--- src/rtl/shift_right_seq.sv ---
// Sequential right shifter: moves the operand one bit per clock, with zero or
// sign fill, and strobes done once the requested shift amount has been applied.
//
// state | meaning
// ------+---------------------------------------------------------------
// IDLE  | waiting for start; out holds the last result (0 after reset)
// SHIFT | one-bit shift per edge; cnt_q holds the shifts still to apply
// DONE  | result valid in out, done high for this cycle; start reloads
module shift_right_seq #(
    parameter int WIDTH = 32,
    parameter int SHW   = 5
) (
    input  logic             clk,
    input  logic             reset,
    input  logic             start,
    input  logic [WIDTH-1:0] in,
    input  logic [SHW-1:0]   shamt,
    input  logic             arith,
    output logic [WIDTH-1:0] out,
    output logic             busy,
    output logic             done
);

    localparam logic [1:0] ST_IDLE  = 2'd0;
    localparam logic [1:0] ST_SHIFT = 2'd1;
    localparam logic [1:0] ST_DONE  = 2'd2;

    localparam logic [SHW-1:0] CNT_ONE = {{(SHW-1){1'b0}}, 1'b1};

    logic [1:0]       state_q, state_d;
    logic [WIDTH-1:0] out_q, out_d;
    logic [SHW-1:0]   cnt_q, cnt_d;
    logic             arith_q, arith_d;
    logic             fill;

    assign fill = arith_q & out_q[WIDTH-1];

    always_comb begin
        state_d = state_q;
        out_d   = out_q;
        cnt_d   = cnt_q;
        arith_d = arith_q;
        case (state_q)
            ST_IDLE, ST_DONE: begin
                if (start) begin
                    out_d   = in;
                    cnt_d   = shamt;
                    arith_d = arith;
                    // A zero shift skips SHIFT so done follows the accepting edge.
                    state_d = (shamt != '0) ? ST_SHIFT : ST_DONE;
                end else begin
                    state_d = ST_IDLE;
                end
            end
            ST_SHIFT: begin
                out_d = {fill, out_q[WIDTH-1:1]};
                cnt_d = cnt_q - CNT_ONE;
                if (cnt_q == CNT_ONE) begin
                    state_d = ST_DONE;
                end
            end
            default: begin
                state_d = ST_IDLE;
            end
        endcase
    end

    always_ff @(posedge clk or posedge reset) begin
        if (reset) begin
            state_q <= ST_IDLE;
            out_q   <= '0;
            cnt_q   <= '0;
            arith_q <= 1'b0;
        end else begin
            state_q <= state_d;
            out_q   <= out_d;
            cnt_q   <= cnt_d;
            arith_q <= arith_d;
        end
    end

    assign out  = out_q;
    assign busy = (state_q == ST_SHIFT);
    assign done = (state_q == ST_DONE);

endmodule

--- config.mk ---
export PLATFORM = sky130hd
export DESIGN_NAME = shift_right_seq
export DESIGN_NICKNAME = d
export VERILOG_FILES = /design/src/rtl/shift_right_seq.sv
export SDC_FILE = /design/constraint.sdc
export NUM_CORES = 1
export LEC_CHECK = 0
export ABC_AREA = 0
export CAP_MARGIN = 10
export CORE_MARGIN = 3
export CORE_UTILIZATION = 40
export CTS_BUF_LIST = sky130_fd_sc_hd__clkbuf_16
export CTS_CLUSTER_SIZE = 40
export DETAILED_ROUTE_END_ITERATION = 7
export PLACE_DENSITY = 0.75
export RECOVER_POWER = 50
export SYNTH_ARGS = -nofsm -noshare
export SYNTH_HDL_FRONTEND = slang
export SYNTH_SLANG_ARGS = --single-unit
--- constraint.sdc ---
create_clock -name clk -period 3.42 [get_ports clk]
set_input_delay 0.684 -clock clk [delete_from_list [all_inputs] [get_ports clk]]
set_output_delay 0.684 -clock clk [all_outputs]
set_load 0.1 [all_outputs]
==> metrics list, run 1 <==
* Synth top area cells: sky130_fd_sc_hd__dfrtp_1 53%, sky130_fd_sc_hd__nand2_1 13%, sky130_fd_sc_hd__a31oi_1 10%
- In this run the remaining antenna-violating nets after routing total 0.
- In the final routed layout, each cell accounts on average for about 14 um.
- Number of pins with negative max-slew slack in the final report: 0
- Net count after synthesis: ~260
- Static timing analysis puts the maximum clock frequency at ~400 MHz.
- Sort of element at the end of the critical path: register
- Status: complete, no violations
- CTS Root Buffer Type: sky130_fd_sc_hd__clkbuf_16
* Total of fill cells in the finished design: just under 400
* Maximum fanout count along the critical path: 28
- 75 I/O pins were placed.
- CP top delay family: buffers and inverters
* Synth top area share: a little over half
- Total of warnings raised by yosys: 0
* Chip width: approximately 75 um
- Using the TritonRoute via totals, the vias-per-cell ratio works out to ~5.2.
- Summing all multi-input logic gate instances after layout gives between 700 and 800 um^2.
- Hold buffer count at CTS: 0
- Slew @ Worst Pin: roughly 1.2 ns
* Sequential cell area: around 0.001 mm^2
- 0 antenna diodes ended up in the layout.
- STA puts the critical path data arrival time at ~2.7 ns.
- First-pass GRT wire length: ~7700 um
* Share of post-route cells with drive strength above 1: under 10%
* Mapped Cells: around 220
- The critical path goes through dlygate4sd3_1, nor2b_1, buf_4, nand2_1, a31oi_1.
* Largest net degree at the start of global routing: between 50 and 60
* Mapped Avg Cell Area: ~8.7 um^2
* Number of levels the H-tree was split into: 2
- For this run, the total global-route usage over all layers was measured as between 10% and 20%.
* # resized after CTS: 0
- Summed over all failing endpoints, the final setup total negative slack is 0 ns.
- The number of global-route vias before repair came to about 1700.
- Final cycle utilization of the critical path: between 70% and 80%
* Initial core utilization: between 40% and 50%
- CTS saw 40 sinks.
- Number of endpoints failing setup at the final stage: 0
* Number of detailed-routing iterations run before antenna repair: 4
- Worst hold path class: register to register
- Counting I/O delays and the setup requirement, the final critical path takes approximately 2.5 ns.
* Synth unique cells: 29
- Slowest library cell on the worst path: sky130_fd_sc_hd__nor2b_1
- Wire length after detailed routing: approximately 4800 um
- The wire-length estimate of the detail-placed layout is 3376 um.
- Max-cap violations in this run came to 0.
- Final weighted congestion in routability-driven placement: between 0.7 and 0.8
- RSZ-0062 raised after global routing: no
- TritonCTS built the clock tree.
- Number of post-CTS setup repair buffers: 0
- At the end of the flow, the number of nets in the layout was 331.
- Area of the placeable core: ~0.0045 mm^2
- After floorplanning, the core was divided into 24 placement rows.
* Iteration-0 DRC Markers: between 100 and 150
* CP bufs+invs: 2
- Total of buffers placed on input and output ports: 74
- Overall die area: around 0.0056 mm^2
* Critical path class: primary input to register
- The biggest area contributor in the post-synthesis netlist is sky130_fd_sc_hd__dfrtp_1.
- Compared with the post-synthesis result, the final layout area differs by 41.95%.
- CTS max path bufs: 2
- Initial antenna violation count: 0
- The total overflow left after global routing is 0.
- Buffers inserted during clock tree synthesis total 5.
- Vert. Die Dim: around 75 um
- For this run, design rule violations remaining after detail routing come to 0.
- Startpoint type of the worst setup path: primary input
* Critical path's largest stage delay: around 0.73 ns
* Overall via count from detail_route: ~1800
- Measured against its own limit, the worst slew margin works out to around a fifth.
- WP data required: roughly 3.6 ns
- Clock-pin slew was measured on the worst setup and hold paths at around 0.05 ns.
* Post-Route Skew: 0.002918 ns
- Number of synthesized register bits: 40
- In this run the cell area of the synthesized design comes to 0.001903 mm^2.
- Sequential area share after synthesis: approximately 53%
* Clock insertion delay at the later pin of the skew report: ~0.27 ns
- Final Hold Viols: 0
[registers in the layout, indices dropped and copies added, names as in the netlist]
register / count
arith_q: 1
cnt_q: 5
out: 32
state_q: 2
[final cells by class]
cell class / instances / share of cell area, %
clock buffers: 5 / 4.632
repair buffers: 79 / 25.94
well taps: 52 / 2.409
multi-input cells: 158 / 29.09
inverters: 4 / 0.5558
clock inverters: 2 / 0.3242
flip-flops and latches: 40 / 37.05
[cells in the final DEF, fill, tap and decap left out, types with 2 or more instances in the layout]
| master | count |
|---|---|
| sky130_fd_sc_hd__a221o_1 | 3 |
| sky130_fd_sc_hd__ha_1 | 2 |
| sky130_fd_sc_hd__dfrtp_1 | 40 |
| sky130_fd_sc_hd__o32ai_1 | 2 |
| sky130_fd_sc_hd__nor2b_1 | 2 |
| sky130_fd_sc_hd__a31oi_1 | 31 |
| sky130_fd_sc_hd__clkdlybuf4s50_1 | 59 |
| sky130_fd_sc_hd__inv_1 | 3 |
| sky130_fd_sc_hd__nor2_1 | 37 |
| sky130_fd_sc_hd__buf_4 | 6 |
| sky130_fd_sc_hd__clkbuf_1 | 12 |
| sky130_fd_sc_hd__dlygate4sd3_1 | 2 |
| sky130_fd_sc_hd__nand2_1 | 65 |
| sky130_fd_sc_hd__clkbuf_16 | 5 |
| sky130_fd_sc_hd__nor3_1 | 4 |
[worst min-delay path: stages, from the launching register on]
cell	delay [ns]
sky130_fd_sc_hd__dfrtp_1	0.34
sky130_fd_sc_hd__nand2_1	0.05
sky130_fd_sc_hd__nand2_1	0.05
[cell usage after synthesis]
library cell / count
sky130_fd_sc_hd__a221o_1: 3
sky130_fd_sc_hd__clkbuf_1: 3
sky130_fd_sc_hd__a22o_1: 1
sky130_fd_sc_hd__buf_1: 2
sky130_fd_sc_hd__nand2_1: 65
sky130_fd_sc_hd__inv_2: 1
sky130_fd_sc_hd__nor2_1: 37
sky130_fd_sc_hd__buf_2: 6
sky130_fd_sc_hd__nor2b_1: 1
sky130_fd_sc_hd__and3_1: 1
sky130_fd_sc_hd__o32ai_2: 1
sky130_fd_sc_hd__a311oi_1: 1
sky130_fd_sc_hd__or4_4: 1
sky130_fd_sc_hd__buf_4: 4
sky130_fd_sc_hd__o2bb2ai_1: 1
sky130_fd_sc_hd__inv_1: 3
sky130_fd_sc_hd__nand2b_1: 2
sky130_fd_sc_hd__nand3b_1: 1
sky130_fd_sc_hd__o32ai_1: 1
sky130_fd_sc_hd__mux2i_1: 1
sky130_fd_sc_hd__and4_1: 1
sky130_fd_sc_hd__ha_1: 2
sky130_fd_sc_hd__nor2b_2: 1
sky130_fd_sc_hd__a31oi_1: 31
sky130_fd_sc_hd__nor3_1: 4
sky130_fd_sc_hd__nor3b_1: 1
sky130_fd_sc_hd__dfrtp_1: 40
sky130_fd_sc_hd__mux2_4: 1
sky130_fd_sc_hd__buf_6: 1
[final timing paths]
kind                       slack (ns)       end  cells past startpoint        from
max                              0.92   out[14]                      5       start
min                              0.48   arith_q                      2     arith_q
max reg2reg                      1.48   out[14]                      4  state_q[0]
min reg2reg                      0.48   arith_q                      2     arith_q
max in group asynchronous        1.13  cnt_q[1]                      3       reset
min in group asynchronous        0.87   out[28]                      2       reset
[per-layer routing]
layer  vias up  share of wire (%)  GRT usage (%)
li1        879                  -              -
met1       819                 46          23.75
met2        66                 46          28.24
met3         4                7.5          3.071
met4         0               0.84          5.336
met5         -                  0              0
[cell families (layout without fill, tap and decap cells)]
kind of cell / after synthesis / after routing / synth area share [%]
mux: 2 / 2 / 1.315
buf+inv: 20 / 90 / 5.523
compound gates: 39 / 39 / 14.47
simple gates: 115 / 115 / 24.79
fa+ha+maj: 2 / 2 / 1.315
flops: 40 / 40 / 52.60
[metrics by stage]
stage	worst slack, ns	utilization (%)	cell area [um^2]	hold WS, ns	instances
2_1_floorplan	0.9984	-	1903	0.4458	218
3_3_place_gp	1.051	58.70	2626	0.4619	333
3_5_place_dp	1.015	58.70	2626	0.4646	333
4_1_cts	0.9196	61.69	2760	0.4781	340
5_1_grt	0.7729	60.37	2701	0.4957	340
6_report	0.9169	60.37	2701	0.4763	340
Power of run 1 is left out: the tool's default activity adds up to more than one toggle a clock period on the data nets, which glitch-free logic cannot reach.
==> inputs of run 2 (changes only) <==
CORE_UTILIZATION = 39   (was 40)
PLACE_DENSITY = 0.76   (was 0.75)
clock period = 2.2 ns   (was 3.42 ns; I/O delays follow)
==> run 2 against run 1 <==
Against the previous run:
- non-clock buffer count is 4 higher
- critical path depth unchanged
- setup slack worse by 0.39 ns
- utilization down 0.47 points
- via count up 0.96%
- wire length grew 4.6%
- die area increased by 2.4%
- sequential share of layout area decreased by 0.20 points
==> metrics list, run 2 (same netlist as run 1, synthesis figures left out) <==
* Startpoint type of the worst setup path: primary input
* Least setup slack across all paths after layout: 0.5255 ns
* Vias in the first global route: 1594
- In this run the standard cell core region covers about 0.0045 mm^2.
- Global routing finished with a remaining overflow of 0.
- CP bufs+invs: 2
- Leading cell types in the layout, fill and taps excluded: 65 x sky130_fd_sc_hd__nand2_1, 40 x sky130_fd_sc_hd__dfrtp_1, 39 x sky130_fd_sc_hd__clkdlybuf4s50_1, 37 x sky130_fd_sc_hd__nor2_1, 31 x sky130_fd_sc_hd__a31oi_1
* CTS max path bufs: 2
* Via density per instance: roughly 5
- Clock insertion delay at the later pin of the skew report: 0.28 ns
* Leading cell type in the layout, fill and taps excluded: sky130_fd_sc_hd__nand2_1
- Slew @ Worst Pin: about 0.66 ns
- The worst hold path belongs to the class register to register.
- Final Hold Viols: 0
- Relative slew slack: a little under three fifths
* Number of buffers created by CTS: 5
- The routed layout has 1785 vias.
- Worst EP arrival: roughly 1.9 ns
- In this run, post-CTS hold repair placed 0 buffers.
- Sort of element at the end of the critical path: register
- In this run the register-to-register setup slack is between 0.7 and 0.8 ns.
- Clock tree synthesis selected as its root buffer the cell sky130_fd_sc_hd__clkbuf_16.
* Critical path's largest stage delay: ~0.48 ns
* Total of buffers placed on input and output ports: 74
- Remaining routing DRC violations: 0
- The layout has between 300 and 400 filler cells.
- During I/O placement, the number of pins put on the boundary was between 70 and 80.
* Initial antenna violation count: 0
* Reg-to-reg critical path endpoint: out[26]
- Chip width: 75.86 um
- In this run the critical register-to-register path is launched from state_q[0].
- Worst Reg-to-Reg Cells: 4
- Final cycle utilization of the critical path: between 70 and 80%
- Number of detailed-routing iterations run before antenna repair: 4
* Total negative slack: 0 ns
- Number of pins with negative max-slew slack in the final report: 0
- Derived from the worst setup path, the maximum achievable clock frequency is between 500 and 600 MHz.
* Share of post-route cells with drive strength above 1: between 10% and 20%
* Number of diodes: 0
- The clock arrives with ~0.0038 ns of skew.
* Hold endpoint: arith_q
- Clock tree synthesis found a total of 40 sinks.
* Vert. Die Dim: roughly 76 um
* Final hold slack: between 0.4 and 0.5 ns
- Wire length after detailed routing: around 5000 um
* Largest net degree at the start of global routing: 50
- CTS tree: built
- For this run, the post-layout net count is ~340.
* Overall die area: around 0.0058 mm^2
- WP data required: 2.39 ns
* Initial core utilization: 41.97%
* Hold wc startpoint: arith_q
- Number of max-cap violations: 0
- Iteration-0 DRC Markers: roughly 130
- Number of post-CTS setup repair buffers: 0
- Setup violations remaining at the end of the flow were counted as 0.
* Status: complete, no violations
- RSZ-0062 raised after global routing: no
- Dividing the detail-routed wire length by the instance count gives approximately 14 um.
- Final weighted congestion in routability-driven placement: 0.8073
- Count of standard-cell rows: 24
* Critical path class: primary input to register
* Max FFs per register: 32
- Beginning of the critical path: start
- Syn-to-layout area delta: 42.74%
- The detail route stage leaves a number of antenna-violating nets equal to 0.
* Clk slew on worst S/H paths: 0.06 ns
- First-pass GRT wire length: around 7800 um
- GRT Util Overall: 17.76%
- Subtracting the final worst setup slack from the clock period gives between 1.5 and 2 ns.
* # resized after CTS: 0
- The worst hold path was traced through 2 stages.
* CP top delay family: buffers and inverters
- The H-tree was split into 2 levels.
- Of all nets on the critical path, the largest fanout is 12.
* Post-Place Setup Slack: about 0.24 ns
* Ordered cell list for the critical path: clkdlybuf4s50_1, nor2b_2, buf_4, nand2_1, a31oi_1
* Detailed placement HPWL: between 3000 and 4000 um
- Slowest library cell on the worst path: sky130_fd_sc_hd__clkdlybuf4s50_1
run 2: changes by cell type in the layout (fill, tap and decap cells not counted), sizes merged:
cell           before  now
buf                 6   24
clkbuf             17   24
clkdlybuf4s50      59   39
dlygate4sd3         2    1
run 2: metrics by stage:
step	util [%]	cell area, um^2	instances
floorplan	-	1903	218
global placement	58.06	2633	350
detailed placement	58.06	2633	350
CTS	61.01	2766	357
global route	59.91	2716	357
finish	59.91	2716	357
run 2: tightest hold or removal path: cells and delay by family, from the launching register on:
kind,cells,cell delay (ns)
simple gates,2,0.12
flops,1,0.34
run 2: final cells by class:
cell class | instances | area, um^2 | share of cell area (%)
flip-flops and latches | 40 | 1001 | 36.85
multi-input cells | 158 | 799.5 | 29.43
repair buffers | 83 | 685.7 | 25.24
clock buffers | 5 | 125.1 | 4.606
well taps | 65 | 81.33 | 2.994
inverters | 4 | 15.01 | 0.5527
clock inverters | 2 | 8.758 | 0.3224
run 2: routing by layer:
layer  global-route usage (%)  up-vias  share of wire [%]  wire, um
met2                    26.90       69                 46      2264
met3                    4.222        7                7.9       394
met5                        0        -                  0         0
met4                    4.660        0                1.0        50
met1                    25.57      820                 46      2265
li1                         -      889                  -         -
run 2: how the worst max path moves through the flow:
stage                     endpoint  cells after the start
final                      out[23]                      5
after detailed placement   out[23]                      5
after floorplan               done                      1
after global placement      out[3]                      5
after global routing       out[26]                      5
after CTS                  out[23]                      5
Power of run 2 is left out for the same reason.
